<file path="config.mk">
export PLATFORM = sky130hd
export DESIGN_NAME = ram_master
export DESIGN_NICKNAME = d
export VERILOG_FILES = /design/src/rtl/ram_master_pkg.sv /design/src/rtl/ram_rd_pipe.sv /design/src/rtl/ram_master.sv
export SDC_FILE = /design/constraint.sdc
export NUM_CORES = 1
export LEC_CHECK = 0
export ABC_AREA = 1
export BUFFER_PORTS_ARGS = -buffer_cell sky130_fd_sc_hd__clkbuf_2
export CAP_MARGIN = 20
export CORE_MARGIN = 10
export CORE_UTILIZATION = 25
export DETAILED_ROUTE_END_ITERATION = 8
export GPL_TIMING_DRIVEN = 1
export HOLD_SLACK_MARGIN = 0.12
export PLACE_DENSITY = 0.5
export SKIP_LAST_GASP = 1
export SLEW_MARGIN = 10
export SYNTH_ARGS = -nofsm -noshare
export SYNTH_HDL_FRONTEND = slang
export SYNTH_HIERARCHICAL = 1
export SYNTH_SLANG_ARGS = --single-unit
export TNS_END_PERCENT = 20
</file>
<file path="constraint.sdc">
create_clock -name clk -period 3.7 [get_ports clk]
set_clock_uncertainty 0.15 [all_clocks]
set_input_delay 0.185 -clock clk [delete_from_list [all_inputs] [get_ports clk]]
set_output_delay 0.185 -clock clk [all_outputs]
set_load 0.05 [all_outputs]
</file>
<file path="src/rtl/ram_master_pkg.sv">
// ram_master_pkg
//   Shared sizing constants and FSM state encoding for the RAM initiator
//   (ram_master) and its read-return pipe (ram_rd_pipe).
//
//   ADDR_W : RAM address width (32 words)
//   DATA_W : RAM data word width
//   LEN_W  : burst length field width; a burst carries cmd_len+1 beats
package ram_master_pkg;

    localparam int ADDR_W = 5;
    localparam int DATA_W = 32;
    localparam int LEN_W  = 5;

    typedef enum logic [1:0] {
        ST_IDLE  = 2'd0,
        ST_RD    = 2'd1,
        ST_WR    = 2'd2,
        ST_DRAIN = 2'd3
    } state_t;

endpackage

</file>
<file path="src/rtl/ram_rd_pipe.sv">
// ram_rd_pipe
//   Tracks read issues on their way through the synchronous RAM and turns
//   them into the rd_valid / rd_last / rd_data return strobe, two cycles
//   after the issue cycle.
//
// Ports:
//   clk        in   system clock, rising edge
//   reset_n    in   asynchronous active-low reset; flushes every beat in flight
//   issue      in   a read is on the RAM pins this cycle
//   issue_last in   the read on the pins is the final beat of its burst
//   ram_dout   in   RAM read data, valid the cycle after the issue
//   rd_valid   out  one-cycle pulse per returned beat
//   rd_last    out  marks the final beat of a burst
//   rd_data    out  returned beat data (holds between beats)
//   empty      out  no beat is left that has yet to reach rd_valid
module ram_rd_pipe
    import ram_master_pkg::*;
(
    input  logic              clk,
    input  logic              reset_n,
    input  logic              issue,
    input  logic              issue_last,
    input  logic [DATA_W-1:0] ram_dout,
    output logic              rd_valid,
    output logic              rd_last,
    output logic [DATA_W-1:0] rd_data,
    output logic              empty
);

    logic vld_p1;
    logic last_p1;

    // Stage p1: the issued read is now being answered on ram_dout.
    always_ff @(posedge clk or negedge reset_n) begin
        if (!reset_n) begin
            vld_p1  <= 1'b0;
            last_p1 <= 1'b0;
        end else begin
            vld_p1  <= issue;
            last_p1 <= issue & issue_last;
        end
    end

    // Stage p2: ram_dout captured and presented with its strobe.
    always_ff @(posedge clk or negedge reset_n) begin
        if (!reset_n) begin
            rd_valid <= 1'b0;
            rd_last  <= 1'b0;
            rd_data  <= '0;
        end else begin
            rd_valid <= vld_p1;
            rd_last  <= last_p1;
            if (vld_p1) begin
                rd_data <= ram_dout;
            end
        end
    end

    // The beat in stage p2 is already on the outputs, so only p1 counts
    // as still in flight.
    assign empty = ~vld_p1;

endmodule

</file>
<file path="src/rtl/ram_master.sv">
// ram_master
//   Sole initiator of the 32-word single-port synchronous RAM. Accepts burst
//   read/write commands on a valid/ready handshake, streams write beats in,
//   drives registered RAM control pins with auto-incrementing addresses and
//   returns read beats with a valid strobe two cycles after each issue.
//
// Ports:
//   clk        in   system clock, rising edge
//   reset_n    in   asynchronous active-low reset
//   cmd_valid  in   command request
//   cmd_ready  out  command accepted on cmd_valid & cmd_ready (IDLE only)
//   cmd_we     in   1 = write burst, 0 = read burst
//   cmd_addr   in   burst start address
//   cmd_len    in   beats minus one
//   wr_valid   in   write beat available
//   wr_ready   out  write beat accepted on wr_valid & wr_ready
//   wr_data    in   write beat data
//   rd_valid   out  read beat valid, one-cycle pulse, no backpressure
//   rd_data    out  read beat data
//   rd_last    out  final beat of a read burst
//   busy       out  FSM not IDLE or a read beat still in flight
//   ram_cen    out  RAM chip enable (registered)
//   ram_wen    out  RAM write enable (registered)
//   ram_addr   out  RAM address (registered)
//   ram_din    out  RAM write data (registered)
//   ram_dout   in   RAM read data, valid the cycle after a read issue
module ram_master
    import ram_master_pkg::*;
(
    input  logic              clk,
    input  logic              reset_n,
    input  logic              cmd_valid,
    output logic              cmd_ready,
    input  logic              cmd_we,
    input  logic [ADDR_W-1:0] cmd_addr,
    input  logic [LEN_W-1:0]  cmd_len,
    input  logic              wr_valid,
    output logic              wr_ready,
    input  logic [DATA_W-1:0] wr_data,
    output logic              rd_valid,
    output logic [DATA_W-1:0] rd_data,
    output logic              rd_last,
    output logic              busy,
    output logic              ram_cen,
    output logic              ram_wen,
    output logic [ADDR_W-1:0] ram_addr,
    output logic [DATA_W-1:0] ram_din,
    input  logic [DATA_W-1:0] ram_dout
);

    state_t            state;
    state_t            state_nxt;
    logic [LEN_W-1:0]  cnt;
    logic [LEN_W-1:0]  cnt_nxt;
    logic [ADDR_W-1:0] wr_addr;
    logic [ADDR_W-1:0] wr_addr_nxt;
    logic              cen_nxt;
    logic              wen_nxt;
    logic [ADDR_W-1:0] addr_nxt;
    logic [DATA_W-1:0] din_nxt;
    logic              rd_issue;
    logic              rd_issue_last;
    logic              pipe_empty;

    assign cmd_ready = (state == ST_IDLE);
    assign wr_ready  = (state == ST_WR);
    assign busy      = (state != ST_IDLE) | ~pipe_empty;

    // A read is "issued" in the cycle its registered enable sits on the pins.
    // In RD the counter reaches zero exactly while the final beat is on the pins.
    assign rd_issue      = ram_cen & ~ram_wen;
    assign rd_issue_last = rd_issue & (state == ST_RD) & (cnt == '0);

    always_ff @(posedge clk or negedge reset_n) begin
        if (!reset_n) begin
            state <= ST_IDLE;
        end else begin
            state <= state_nxt;
        end
    end

    // Enable defaults to 0 each cycle so the pins only carry an access in the
    // cycle the FSM asks for it; ram_wen is only ever raised together with
    // ram_cen. Address arithmetic wraps naturally at 2^ADDR_W.
    always_comb begin
        state_nxt   = state;
        cnt_nxt     = cnt;
        wr_addr_nxt = wr_addr;
        cen_nxt     = 1'b0;
        wen_nxt     = 1'b0;
        addr_nxt    = ram_addr;
        din_nxt     = ram_din;
        case (state)
            ST_IDLE: begin
                if (cmd_valid) begin
                    cnt_nxt = cmd_len;
                    if (cmd_we) begin
                        wr_addr_nxt = cmd_addr;
                        state_nxt   = ST_WR;
                    end else begin
                        cen_nxt   = 1'b1;
                        addr_nxt  = cmd_addr;
                        state_nxt = ST_RD;
                    end
                end
            end
            ST_RD: begin
                if (cnt != '0) begin
                    cen_nxt  = 1'b1;
                    addr_nxt = ram_addr + 1'b1;
                    cnt_nxt  = cnt - 1'b1;
                end else begin
                    state_nxt = ST_DRAIN;
                end
            end
            ST_WR: begin
                if (wr_valid) begin
                    cen_nxt     = 1'b1;
                    wen_nxt     = 1'b1;
                    addr_nxt    = wr_addr;
                    din_nxt     = wr_data;
                    wr_addr_nxt = wr_addr + 1'b1;
                    if (cnt == '0) begin
                        state_nxt = ST_IDLE;
                    end else begin
                        cnt_nxt = cnt - 1'b1;
                    end
                end
            end
            ST_DRAIN: begin
                // Leave on the edge where the final beat is on rd_valid.
                if (pipe_empty) begin
                    state_nxt = ST_IDLE;
                end
            end
            default: begin
                state_nxt = ST_IDLE;
            end
        endcase
    end

    always_ff @(posedge clk or negedge reset_n) begin
        if (!reset_n) begin
            cnt     <= '0;
            wr_addr <= '0;
        end else begin
            cnt     <= cnt_nxt;
            wr_addr <= wr_addr_nxt;
        end
    end

    // Stage p0: RAM pins registered; this is the issue cycle.
    always_ff @(posedge clk or negedge reset_n) begin
        if (!reset_n) begin
            ram_cen  <= 1'b0;
            ram_wen  <= 1'b0;
            ram_addr <= '0;
            ram_din  <= '0;
        end else begin
            ram_cen  <= cen_nxt;
            ram_wen  <= wen_nxt;
            ram_addr <= addr_nxt;
            ram_din  <= din_nxt;
        end
    end

    ram_rd_pipe u_rd_pipe (
        .clk        (clk),
        .reset_n    (reset_n),
        .issue      (rd_issue),
        .issue_last (rd_issue_last),
        .ram_dout   (ram_dout),
        .rd_valid   (rd_valid),
        .rd_last    (rd_last),
        .rd_data    (rd_data),
        .empty      (pipe_empty)
    );

endmodule

</file>
==> reports/results.txt <==
Largest net degree at the start of global routing -> 66
Root Buffer -> clkbuf_16
CTS sink count -> 87
Cells after DPL -> 825
Sw Share -> 53.7%
Worst-path fanout max -> 34
Sequential share of power -> 29.0%
DRT iter0 DRCs -> 89
Peak supply drop -> 0.000328 V
DR vias/cell -> 4.10
Worst slew pin tran -> 0.863 ns
Number of global-route vias before repair -> 3,982
Clock Power Share -> 15.6%
Internal power -> 2710 uW
Initial core utilization -> 25.7%
Num rows -> 45
Count leader, synth -> nand2_1
Leak pwr -> 0.00327 uW
Period utilisation layout -> 65.3%
Drt pass-1 iters -> 4
Nets -> 790
Layout cell share with drive strength beyond 1 -> 27.7%
Die width -> 146 um
EDFF count, synth -> 0
Critical path startpoint category -> flop
Core area -> 0.0153 mm2
Synth top cells by count -> nand2_1, dfrtp_1, inv_1
# port buffers -> 154
Tot GR Track Use -> 11.6%
Max H-tree Level -> 3
Antenna violations before repair -> 3
Antenna viol nets, final -> 0
Max cap viols -> 0
Post-synth ARST share -> 100%
Clock slew at reported path FFs -> 0.06 ns
Worst Path Required -> 3.81 ns
Power Density -> 988 mW/mm2
Mapped Cells -> 475
TritonCTS clock tree -> built
Longest Clk Path Bufs -> 2
# resized after CTS -> 0
Setup violators final -> 0
Synth top area share -> 55.3%
Worst path arrival time -> 2.53 ns
Worst relative slew slack -> 42.4%
Overflow after GRT -> 0
Crit Path Category -> reg2reg
Area delta synth->final -> 50.5%
Die Area -> 0.0212 mm2
Yosys warning total -> 6
Largest area contributor in the netlist -> dfrtp_1
Via count -> 3,774
Global-route wire length before repair -> 20.4 mm
NetSw -> 3150 uW
Ports -> 155
Main flop type after synthesis -> dfrtp_1
Fmax -> 414 MHz
Synth cell types -> 30
Final WL -> 12.2 mm
Syn Std Cell Area -> 0.00394 mm2
Unrepaired setup endpoints after global routing -> no
Fin Setup TNS -> 0 ns
Final count of pins violating max slew -> 0
Non-Filler Instances -> 921
Skew-Pair Late Insertion Delay -> 0.34 ns
Syn_area_per_cell -> 8.29 um2
CTS Buf Count -> 9
Combinational share of power -> 55.4%
GPL Wtd Cong -> 0.777
Min Tclk post-route -> 2.42 ns
Die height -> 146 um
Post-Syn Nets -> 562
Sequential fraction of the synthesis area -> 55.3%
Status -> finished, final reports clean
Final Hold Viols -> 0
Synth Register Bits -> 87
Top cells by area, synth -> dfrtp_1, nand2_1, ha_1, inv_1, nand3_1
CP endpoint kind -> flop
Min-Delay Path Class -> reg2reg
DR WL/cell -> 13.3 um
DRC viols -> 0
Final HPWL DP -> 8.62 mm
Finished Core Util -> 38.7%
[registers in the layout, summed over array words and instances, names as in the netlist]
register,flops
cnt,5
ram_addr,5
ram_cen,1
ram_din,32
ram_wen,1
state,2
u_rd_pipe/last_p1,1
u_rd_pipe/rd_data,32
u_rd_pipe/rd_last,1
u_rd_pipe/rd_valid,1
u_rd_pipe/vld_p1,1
wr_addr,5
[power groups by stage]
stage / registers (uW) / logic [uW] / clock network, uW
5_1_grt: 1760 / 3560 / 999
4_1_cts: 1700 / 3300 / 956
3_5_place_dp: 1710 / 3220 / 0
3_3_place_gp: 1700 / 3190 / 0
6_report: 1700 / 3250 / 912
2_1_floorplan: 2950 / 1250 / 0
[path summary, 6_finish.rpt]
| path | startpoint | to | slack [ns] | depth (start not counted) |
|---|---|---|---|---|
| worst max-delay path | state[0]$_DFFE_PN0P_ | ram_cen$_DFF_PN0_ | 1.28 | 7 |
| worst min-delay path | u_rd_pipe/last_p1$_DFF_PN0_ | u_rd_pipe/rd_last$_DFF_PN0_ | 0.20 | 0 |
| worst max register to register | state[0]$_DFFE_PN0P_ | ram_cen$_DFF_PN0_ | 1.28 | 7 |
| worst min register to register | u_rd_pipe/last_p1$_DFF_PN0_ | u_rd_pipe/rd_last$_DFF_PN0_ | 0.20 | 0 |
| max in group asynchronous | reset_n | u_rd_pipe/rd_data[6]$_DFFE_PN0P_ | 2.24 | 3 |
| min in group asynchronous | reset_n | u_rd_pipe/rd_data[23]$_DFFE_PN0P_ | 0.34 | 2 |
[through the flow]
| step | hold WS [ns] | area, um2 | power [uW] | setup WS [ns] |
|---|---|---|---|---|
| after floorplan | -0.261 | 3940 | 4200 | 1.78 |
| after global placement | 0.194 | 4850 | 4890 | 1.32 |
| after detailed placement | 0.188 | 4850 | 4940 | 1.27 |
| after CTS | 0.191 | 5920 | 5950 | 1.25 |
| after global routing | 0.206 | 5930 | 6320 | 1.02 |
| final | 0.203 | 5930 | 5860 | 1.28 |
[layout make-up]
class                           instances  area, um2
Tap cell                              211        264
Multi-Input combinational cell        340       1490
Sequential cell                        87       2180
Inverter                               30        120
Clock buffer                           10        229
Antenna cell                            2       5.00
Timing Repair Buffer                  235       1580
Clock inverter                          6       68.8
Fill cell                            1586       9390
[timing repair]
item | in CTS | in global routing
hold endpoints to repair | 145 | 0
hold buffers | 78 | 0
buffers inserted | 0 | 0
[layer usage]
metal	wire, um	vias up	GRT usage, %
met1	5810	1701	14.5
met2	5320	131	18.0
met3	745	21	3.60
li1	-	1921	-
met4	351	0	5.56
met5	0	-	0
[cell families (layout without fill, tap and decap cells)]
kind of cell,Yosys count,count (layout),share of synthesized area [%]
flops,87,87,55.3
buf+inv,48,281,6.92
other cells,0,2,0
compound gates,30,30,4.13
xor+xnor,1,1,0.222
fa+ha+maj,8,8,2.54
simple gates,301,301,30.9
[layout by cell type, fill, tap and decap left out]
master         count
o211ai_1           1
buf_4              4
clkinvlp_4         1
nor3_1             1
nand2_2           12
o21ai_0            6
a21oi_2            1
o31ai_1            1
xnor2_1            1
o21a_1             1
clkbuf_16          9
inv_6              2
a21oi_1            7
nor2_4             2
clkbuf_1           1
dlygate4sd3_1     78
nand3_1           16
bufinv_16          1
or2_2              1
nand4_1            4
clkbuf_2         153
inv_8              1
o21ai_1           12
nor2_2             1
diode_2            2
clkinv_4           1
dfrtp_1           87
nor2_1            13
inv_1             24
nand2_1          250
inv_2              5
clkinv_2           1
nand3_2            1
a31oi_1            1
ha_1               8
[critical path, stage by stage, from the launching register on]
cell and delay [ns]:
dfrtp_1 0.43, inv_1 0.10, ha_1 0.62, nand2_2 0.07, buf_4 0.27, inv_2 0.45, a21oi_1 0.09, a21oi_1 0.14
Note: power is estimated with default switching activity, not from simulation.
